<file path="src/rtl/ram_readback_fsm_pkg.sv">
// Shared definitions for the destination-RAM readback path: FSM state codes
// and default RAM geometry common to the scan FSM, the RAM and this reader.
package ram_readback_fsm_pkg;

   localparam int DEF_ADDR_W = 4;
   localparam int DEF_DATA_W = 8;

   localparam logic [2:0] IDLE    = 3'd0;
   localparam logic [2:0] FETCH   = 3'd1;
   localparam logic [2:0] CAPTURE = 3'd2;
   localparam logic [2:0] HOLD    = 3'd3;
   localparam logic [2:0] FINISH  = 3'd4;

endpackage

</file>
<file path="src/rtl/ram_readback_fsm_hold_timer.sv">
// Loadable down-counter with a zero flag; paces how long each entry stays
// on the display. Load wins over decrement, and it never wraps below zero.
module hold_timer #(
   parameter int W = 1
) (
   input  logic         clk,
   input  logic         rst,
   input  logic         i_load,
   input  logic [W-1:0] i_load_val,
   input  logic         i_dec,
   output logic         o_zero
);

   logic [W-1:0] r_cnt;

   always_ff @(posedge clk or posedge rst) begin
      if (rst) begin
         r_cnt <= '0;
      end else if (i_load) begin
         r_cnt <= i_load_val;
      end else if (i_dec && (r_cnt != '0)) begin
         r_cnt <= r_cnt - 1'b1;
      end
   end

   assign o_zero = (r_cnt == '0);

endmodule

</file>
<file path="src/rtl/ram_readback_fsm.sv">
// Readback controller: walks the destination RAM from 0 to the latched entry
// count, holding each word on disp_data. Optional running sum: READBACK_SUM_EN.
module ram_readback_fsm
   import ram_readback_fsm_pkg::*;
#(
   parameter int ADDR_W      = DEF_ADDR_W,
   parameter int DATA_W      = DEF_DATA_W,
   parameter int HOLD_CYCLES = 50_000_000
) (
   input  logic              clk,
   input  logic              rst,
   input  logic              BTN,
   input  logic [ADDR_W:0]   count,
   input  logic [DATA_W-1:0] rdata,
   output logic [ADDR_W-1:0] raddr,
   output logic              re,
   output logic [DATA_W-1:0] disp_data,
   output logic              disp_valid,
   output logic              busy,
   output logic              done
`ifdef READBACK_SUM_EN
   ,
   output logic [DATA_W+ADDR_W:0] sum
`endif
);

   localparam int HW = $clog2(HOLD_CYCLES) + 1;
   localparam logic [ADDR_W:0] LIMIT_MAX = {1'b1, {ADDR_W{1'b0}}};

   logic [2:0]        r_state;
   logic [ADDR_W:0]   r_limit;
   logic [ADDR_W-1:0] r_raddr;
   logic [DATA_W-1:0] r_disp_data;
   logic              r_disp_valid;

   logic              w_start;
   logic              w_last;
   logic              w_hold_zero;
   logic [ADDR_W:0]   w_count_clamped;

   assign w_start         = (r_state == IDLE) && BTN;
   assign w_count_clamped = (count > LIMIT_MAX) ? LIMIT_MAX : count;
   assign w_last          = ({1'b0, r_raddr} == (r_limit - 1'b1));

   hold_timer #(
      .W (HW)
   ) u_hold_timer (
      .clk        (clk),
      .rst        (rst),
      .i_load     (r_state == CAPTURE),
      .i_load_val (HW'(HOLD_CYCLES - 1)),
      .i_dec      (r_state == HOLD),
      .o_zero     (w_hold_zero)
   );

   always_ff @(posedge clk or posedge rst) begin
      if (rst) begin
         r_state      <= IDLE;
         r_limit      <= '0;
         r_raddr      <= '0;
         r_disp_data  <= '0;
         r_disp_valid <= 1'b0;
      end else begin
         case (r_state)
            IDLE: begin
               if (BTN) begin
                  r_limit <= w_count_clamped;
                  r_raddr <= '0;
                  if (w_count_clamped == '0) begin
                     r_disp_valid <= 1'b0;
                     r_state      <= FINISH;
                  end else begin
                     r_state <= FETCH;
                  end
               end
            end
            FETCH: r_state <= CAPTURE;
            // rdata is the RAM's registered response to the FETCH-cycle read
            CAPTURE: begin
               r_disp_data  <= rdata;
               r_disp_valid <= 1'b1;
               r_state      <= HOLD;
            end
            HOLD: begin
               if (w_hold_zero) begin
                  if (w_last) begin
                     r_state <= FINISH;
                  end else begin
                     r_raddr <= r_raddr + 1'b1;
                     r_state <= FETCH;
                  end
               end
            end
            FINISH:  r_state <= IDLE;
            default: r_state <= IDLE;
         endcase
      end
   end

`ifdef READBACK_SUM_EN
   logic [DATA_W+ADDR_W:0] r_sum;

   always_ff @(posedge clk or posedge rst) begin
      if (rst) begin
         r_sum <= '0;
      end else if (w_start) begin
         r_sum <= '0;
      end else if (r_state == CAPTURE) begin
         r_sum <= r_sum + {{(ADDR_W + 1){1'b0}}, rdata};
      end
   end

   assign sum = r_sum;
`endif

   assign raddr      = r_raddr;
   assign re         = (r_state == FETCH);
   assign disp_data  = r_disp_data;
   assign disp_valid = r_disp_valid;
   assign busy       = (r_state != IDLE);
   assign done       = (r_state == FINISH);

endmodule

</file>
<file path="config.mk">
export PLATFORM = sky130hd
export DESIGN_NAME = ram_readback_fsm
export DESIGN_NICKNAME = d
export VERILOG_FILES = /design/src/rtl/ram_readback_fsm_pkg.sv /design/src/rtl/ram_readback_fsm_hold_timer.sv /design/src/rtl/ram_readback_fsm.sv
export SDC_FILE = /design/constraint.sdc
export NUM_CORES = 1
export LEC_CHECK = 0
export ABC_AREA = 1
export CORE_MARGIN = 2
export CORE_UTILIZATION = 51
export DETAILED_ROUTE_END_ITERATION = 16
export PLACE_DENSITY = 0.76
export RECOVER_POWER = 100
export SETUP_SLACK_MARGIN = 0.4
export SYNTH_ARGS = -nofsm -noshare
export SYNTH_HDL_FRONTEND = slang
export SYNTH_SLANG_ARGS = --single-unit
export TNS_END_PERCENT = 50
</file>
<file path="constraint.sdc">
create_clock -name clk -period 1.5 [get_ports clk]
set_input_delay 0.3 -clock clk [delete_from_list [all_inputs] [get_ports clk]]
set_output_delay 0.3 -clock clk [all_outputs]
set_load 0.05 [all_outputs]
</file>
==> parameters.txt, run 1 <==
Parameter                              Value

Placed design
  DP Area    0.00412 mm2
  Routability cong.    1.01
  Count of input and output buffers    31
  DP HPWL    6.24 mm

Yosys
  Warnings, synthesis    0
  Number of nets produced by synthesis    433
  Netlist Area Pre-Place    0.00304 mm2
  Most area-hungry cell type in the Yosys netlist    dfrtp_1
  Register area share after synthesis    0.395
  Number of distinct library cell variants in the gate-level netlist after synthesis    28
  Synth top area cells    dfrtp_1 40%, nand2_1 15%, nand3_1 6.6%, nor2_1 6.3%, inv_1 4.8%
  Syn avg cell area    7.36 um2
  Top cell type's share of synthesized area    0.395
  Post-Synthesis Cells    413
  FF+latch count, synth    48

Routing
  Post-detailed-route DRC marker count    0
  Count of antenna-violating nets left after detailed routing    0
  Routed via count    3627
  Via density per instance    6.00
  1st-iter DRT viols    356
  Post-Route WL    11.5 mm
  Number of iterations in the first detailed-routing pass    8
  Detailed-route wire length per cell    19.0 um

GRT
  Aggregate global-route resource usage    0.294
  First-pass GRT wire length    14.8 mm
  Number of global-route vias before repair    3268
  Largest net degree at the start of global routing    42
  Antenna violations before repair    0
  GRT overflow    0

Layout
  Most common cell after layout, fill and taps aside    nand2_1
  Signed area change from the synthesized netlist to the final layout    51.9%
  Post-Layout Inst Area    0.00462 mm2
  Area occupied by multi-input gates    0.00196 mm2
  Share of post-route cells with drive strength above 1    0.449
  Post-layout net count    549
  Ant. Diodes    0
  Footprint of the flip-flops and latches    0.00121 mm2
  Most frequent cells in the layout    98 x nand2_1, 70 x buf_4, 39 x dfrtp_1
  Count of filler cells inserted in the layout    316

Run
  Max-Cap Viols    0

Critical path
  Length in cells of the worst reg-to-reg path    8
  Crit-path max FO    5
  End of the worst register-to-register path    u_hold_timer.r_cnt[12]
  Cell with the largest stage delay on the worst path    dfrtp_1
  Series of cell instances along the critical path    nor2_1, nand2_1, nor2_2, nand2_2, o21ai_4, nand2_4, buf_6, o21ai_2
  Endpoint required time on the critical path    1750 ps
  CP Launch Type    register
  Startpoint of the worst-slack reg-to-reg timing path    u_hold_timer.r_cnt[18]
  Data arrival, critical path    2060 ps
  Worst Path Class, Setup    register to register
  Type of destination of the critical path    register
  Worst stage delay on the critical path    430 ps
  Flop-to-flop setup slack    -310 ps

Clocking
  Deepest clock path buffer count    2
  Clock-pin slew of the registers on the worst-case setup and hold paths    100 ps
  CTS HTree Levels    2
  Clk sink count    48
  Worst-skew pair later-pin latency    320 ps
  TritonCTS Buffers    5
  Clock tree from TritonCTS    yes
  Post-CTS Hold Fix Bufs    0
  Clk root buf    clkbuf_8

Outcome
  Run status    finished with violations
  Violated checks    setup timing

STA
  Final setup margin    -312 ps
  Final worst hold slack    374 ps
  Total of endpoints with negative setup slack in the final report    43
  Time the final worst path needs with I/O delays and setup    1810 ps
  Post-route clock period utilization    1.21
  Top achievable clock speed    552 MHz
  RSZ-0062 raised after global routing    yes
  Slew of the pin with the lowest slew margin    590 ps
  Number of hold violations in the final report    0
  Slew margin rel.    0.606
  Max-slew violation count    0
  Clock Skew    11.3 ps

Power
  Power density relative to cell area    2060 mW/mm2
  Peak ir drop on the vdd network    0.00151 V
  Lkg Pwr    0.00220 uW

Floorplan
  Placement row count    28
  Core Area    0.00585 mm2
  Horiz. Die Dim    81.2 um
  Top Ports    32
  Vert. Die Dim    81.2 um
  Total Die Area    0.00659 mm2
  Starting utilization of the core area    0.519

Worst hold path
  Path class of the lowest-slack min-delay path    input port to async pin
synth_stat cells:
library cell and n:
a21oi_1 4, clkbuf_1 3, nor3_1 2, o22ai_1 3, inv_2 4, nor2_2 8, inv_1 39, nor2_1 51
o21ai_0 11, xnor2_1 2, nand4_1 15, o21bai_1 1, nand3b_1 3, nand2_2 9, o21ai_1 1, dfrtp_1 48
buf_6 3, and2_1 1, o21ai_2 13, buf_4 1, nand2_1 123, o21ai_4 1, nand2_4 3, nor2_4 9
nand3_1 40, buf_1 1, ha_1 4, xor2_1 10
sequential cells by signal (all words and copies together) (netlist names):
register,cells
raddr,4
disp_data,8
disp_valid,1
r_limit,5
r_state,3
u_hold_timer.r_cnt,27
worst max-delay path by stage:
stage	start	slack [ps]	end
2_1_floorplan	u_hold_timer.r_cnt[0]	20	raddr[0]
3_3_place_gp	u_hold_timer.r_cnt[16]	-110	u_hold_timer.r_cnt[25]
3_5_place_dp	u_hold_timer.r_cnt[16]	-140	u_hold_timer.r_cnt[22]
4_1_cts	u_hold_timer.r_cnt[16]	-90	u_hold_timer.r_cnt[25]
5_1_grt	u_hold_timer.r_cnt[0]	-320	u_hold_timer.r_cnt[14]
6_report	u_hold_timer.r_cnt[18]	-310	u_hold_timer.r_cnt[12]
metrics by stage:
stage	worst slack, ps	TNS (ps)	power (uW)	cells	utilization
2_1_floorplan	18.5	0	5180	413	-
4_1_cts	-93.2	-2070	8930	593	0.755
3_5_place_dp	-139	-2820	7540	576	0.704
3_3_place_gp	-113	-1820	7360	576	0.704
5_1_grt	-317	-8890	9930	605	0.789
6_report	-312	-8500	9510	605	0.789
per-layer routing:
layer,part of all wire,routed length [um],GRT usage
met1,0.35,3970,0.342
met2,0.49,5580,0.522
met3,0.087,1000,0.0444
met5,0,0,0
met4,0.081,932,0.153
power by group:
group	internal (uW)	total, uW	switching [uW]
registers	1740	2170	431
logic	2560	6330	3770
clock network	503	1010	505
worst max-delay path, delay by kind of cell (launching register included):
kind	cells	cell delay, ps
AOI/OAI and AO/OA	2	390
buffers and inverters	1	170
DFF	1	430
and+or+nand+nor	5	740
cells by family (layout without fill, tap and decap cells):
kind of cell / count (synthesis) / after routing / synth area share
AND/OR/NAND/NOR: 264 / 265 / 0.404
buffers and inverters: 51 / 167 / 0.0717
flip-flops: 48 / 48 / 0.395
XOR/XNOR: 12 / 12 / 0.0346
AO/OA/AOI/OAI: 34 / 34 / 0.0778
adder cells (fa/ha/maj): 4 / 4 / 0.0165
area by class of cell:
| cell class | count | area share |
|---|---|---|
| multi-input combinational | 315 | 0.425 |
| sequential | 48 | 0.263 |
| timing repair buffer | 116 | 0.230 |
| inverter | 43 | 0.0374 |
| tap | 75 | 0.0203 |
| clock buffer | 5 | 0.0149 |
| clock inverter | 3 | 0.0103 |
timing repair:
action	CTS	global route
setup endpoints to repair	64	64
gates resized for setup	36	77
gates cloned	1	1
hold endpoints to repair	0	0
buffers inserted	8	11
pin swaps	12	21
Power figures use the tool's default switching activity.
==> inputs of run 2 (changes only) <==
--- a/config.mk
+++ b/config.mk
@@ -7,9 +7,8 @@
 export LEC_CHECK = 0
 export ABC_AREA = 1
 export CORE_MARGIN = 2
-export CORE_UTILIZATION = 51
+export CORE_UTILIZATION = 35
 export DETAILED_ROUTE_END_ITERATION = 16
-export PLACE_DENSITY = 0.76
 export RECOVER_POWER = 100
 export SETUP_SLACK_MARGIN = 0.4
 export SYNTH_ARGS = -nofsm -noshare
==> parameters.txt, run 2 (synthesis gave the netlist of run 1 again) <==
Parameter                              Value

Outcome
  Run status    finished with violations
  Violated checks    setup timing

Layout
  Post-layout net count    552 (+0.55%)
  Fraction of the core area covered by cells at the end of the flow    0.557 (-0.232)
  Area occupied by multi-input gates    0.00191 mm2 (-2.5%)
  Share of post-route cells with drive strength above 1    0.435 (-0.0138)
  Post-Layout Inst Area    0.00462 mm2 (+0.19%)
  Register ranked first by flip-flop count    u_hold_timer.r_cnt
  Footprint of the flip-flops and latches    0.00121 mm2 (-0.41%)
  Count of filler cells inserted in the layout    740 (+130%)
  Ant. Diodes    0 (unchanged)
  Number of flip-flops under the largest register name    27 (unchanged)
  Most frequent cells in the layout    103 x nand2_1, 76 x buf_4, 43 x dfrtp_1
  Signed area change from the synthesized netlist to the final layout    52.2%
  Most common cell after layout, fill and taps aside    nand2_1

Critical path
  Type of destination of the critical path    register
  Largest delay share family, worst path    simple AND/OR/NAND/NOR gates
  Length in cells of the worst reg-to-reg path    9 (+1)
  CP Launch Type    register
  Total buffers and inverters traversed by the critical path    1 (unchanged)
  Cell with the largest stage delay on the worst path    dfrtp_1
  Source of the critical timing path    u_hold_timer.r_cnt[5]
  Worst stage delay on the critical path    440 ps (about the same)
  Crit-path max FO    17 (+12)
  Series of cell instances along the critical path    nor2_4, nand2_2, nor2_4, nand2_4, o21ai_4, nand2_4, buf_12, nand2_2, o21ai_2
  Endpoint required time on the critical path    1700 ps (-50 ps)
  Worst Path Class, Setup    register to register
  End of the worst register-to-register path    u_hold_timer.r_cnt[23]
  Startpoint of the worst-slack reg-to-reg timing path    u_hold_timer.r_cnt[5]
  Data arrival, critical path    1840 ps (-220 ps)
  Flop-to-flop setup slack    -140 ps (+170 ps)

GRT
  Largest net degree at the start of global routing    49 (+17%)
  GRT overflow    0 (unchanged)
  Number of global-route vias before repair    3085 (-5.6%)
  Antenna violations before repair    0 (unchanged)
  First-pass GRT wire length    14.5 mm (-1.8%)
  Aggregate global-route resource usage    0.188 (-0.106)

STA
  Slew margin rel.    0.552 (-0.0549)
  RSZ-0062 raised after global routing    yes
  Max-slew violation count    0 (unchanged)
  Total of endpoints with negative setup slack in the final report    33 (-23%)
  Slew of the pin with the lowest slew margin    673 ps (+82.3 ps)
  Number of hold violations in the final report    0 (unchanged)
  Post-route clock period utilization    1.09 (-0.116)
  Final setup margin    -138 ps (+175 ps)
  Time the final worst path needs with I/O delays and setup    1640 ps (-175 ps)
  Top achievable clock speed    611 MHz (+11%)
  Clock Skew    10.6 ps (-0.642 ps)

Clocking
  Clock-pin slew of the registers on the worst-case setup and hold paths    90 ps (about the same)
  CTS HTree Levels    2 (unchanged)
  Worst-skew pair later-pin latency    310 ps (about the same)
  Post-CTS Hold Fix Bufs    0 (unchanged)
  Clk root buf    clkbuf_8
  Clock tree from TritonCTS    yes
  Deepest clock path buffer count    2 (unchanged)
  Clk sink count    48 (unchanged)
  TritonCTS Buffers    5 (unchanged)

Power
  Sequential Power Share    0.235 (+0.006)
  Internal power    4750 uW (-1.2%)
  Peak ir drop on the vdd network    0.000948 V (-37%)
  Power density relative to cell area    1940 mW/mm2 (-6.1%)
  Switching portion of total power    0.469 (-0.0253)
  Net switching power    4200 uW (-11%)
  Lkg Pwr    0.00224 uW (+1.9%)
  Clock network fraction of design power    0.113 (+0.007)
  Portion of total power attributed to combinational logic    0.652 (-0.013)
  Overall power consumption    8950 uW (-5.9%)

Routing
  1st-iter DRT viols    119 (-67%)
  Routed via count    3125 (-14%)
  WL met1    3.72 mm (-6.3%)
  Uppermost signal routing layer after detailed routing    met4
  Post-detailed-route DRC marker count    0 (unchanged)
  Met3 Wirelength    366 um (-63%)
  Via density per instance    4.90 (-18%)
  Count of antenna-violating nets left after detailed routing    0 (unchanged)
  Detailed-route wire length per cell    14.0 um (-26%)
  Post-Route WL    8.92 mm (-22%)
  Total length of routed met2 wires    4.56 mm (-18%)
  Number of iterations in the first detailed-routing pass    4 (-4)

Worst hold path
  Worst hold path depth    2
  Path class of the lowest-slack min-delay path    register to register
  Min-Delay Startpoint    disp_data[3]
  Terminating pin of the worst hold path    disp_data[3]

Run
  Max-Cap Viols    0 (unchanged)

Floorplan
  Starting utilization of the core area    0.366 (-0.153)
  Placement row count    33 (+18%)
  Core Area    0.00830 mm2 (+42%)
  Total Die Area    0.00944 mm2 (+43%)
  Horiz. Die Dim    97.2 um (+20%)
  Top Ports    32 (unchanged)
  Vert. Die Dim    97.2 um (+20%)

Placed design
  DP Area    0.00415 mm2 (+0.79%)
  DP HPWL    6.08 mm (-2.6%)
  Count of input and output buffers    31 (unchanged)
  Routability cong.    0.931 (-7.7%)
run 2: cell count changes in the layout (fill, tap and decap cells not counted), moves of 5 or more:
cell and delta:
nand2_1 +5, buf_4 +6, nor2_4 -8, nor2_2 +5
nand2_2 -5
run 2: worst register-to-register path, cell delays in order, from the launching register on:
cell,delay (ps)
dfrtp_1,440
nor2_4,160
nand2_2,100
nor2_4,130
nand2_4,80
o21ai_4,190
nand2_4,120
buf_12,180
nand2_2,80
o21ai_2,50
run 2: layout make-up:
cell class	count	share of cell area
well taps	105	0.0284
clock buffers	6	0.0179
multi-input cells	314	0.413
inverters	43	0.0379
repair buffers	120	0.233
clock inverters	2	0.00839
flip-flops and latches	48	0.261
run 2: routing by layer:
metal,vias up,track usage
li1,1558,-
met1,1485,0.228
met2,61,0.331
met3,21,0.0381
met4,0,0.0650
met5,-,0
run 2: what timing repair did:
action	4_1_cts	5_1_grt
pin swaps	22	23
setup endpoints to repair	64	64
gates resized for setup	67	37
setup buffers	13	9
hold endpoints to repair	0	0
gates cloned	1	0
run 2: worst max path at each step:
stage | endpoint | cells after the start
2_1_floorplan | raddr[0] | 11
3_3_place_gp | u_hold_timer.r_cnt[25] | 9
3_5_place_dp | u_hold_timer.r_cnt[25] | 9
4_1_cts | busy | 5
5_1_grt | u_hold_timer.r_cnt[23] | 9
6_report | u_hold_timer.r_cnt[23] | 9
run 2: stage by stage:
stage	setup WS [ps]	hold slack (ps)	cells	TNS [ps]
after floorplan	18.5	330	413	0
after global placement	-107	506	607	-930
after detailed placement	-114	512	607	-1480
after CTS	-107	405	629	-1460
after global routing	-203	506	638	-5570
final	-138	479	638	-2800
run 2: power groups by stage:
| stage | registers, uW | logic, uW | clock network (uW) |
|---|---|---|---|
| 3_3_place_gp | 2130 | 5120 | 0 |
| 6_report | 2100 | 5840 | 1010 |
| 3_5_place_dp | 2140 | 5200 | 0 |
| 5_1_grt | 2150 | 6330 | 1090 |
| 4_1_cts | 2140 | 5910 | 1030 |
| 2_1_floorplan | 2550 | 2630 | 0 |
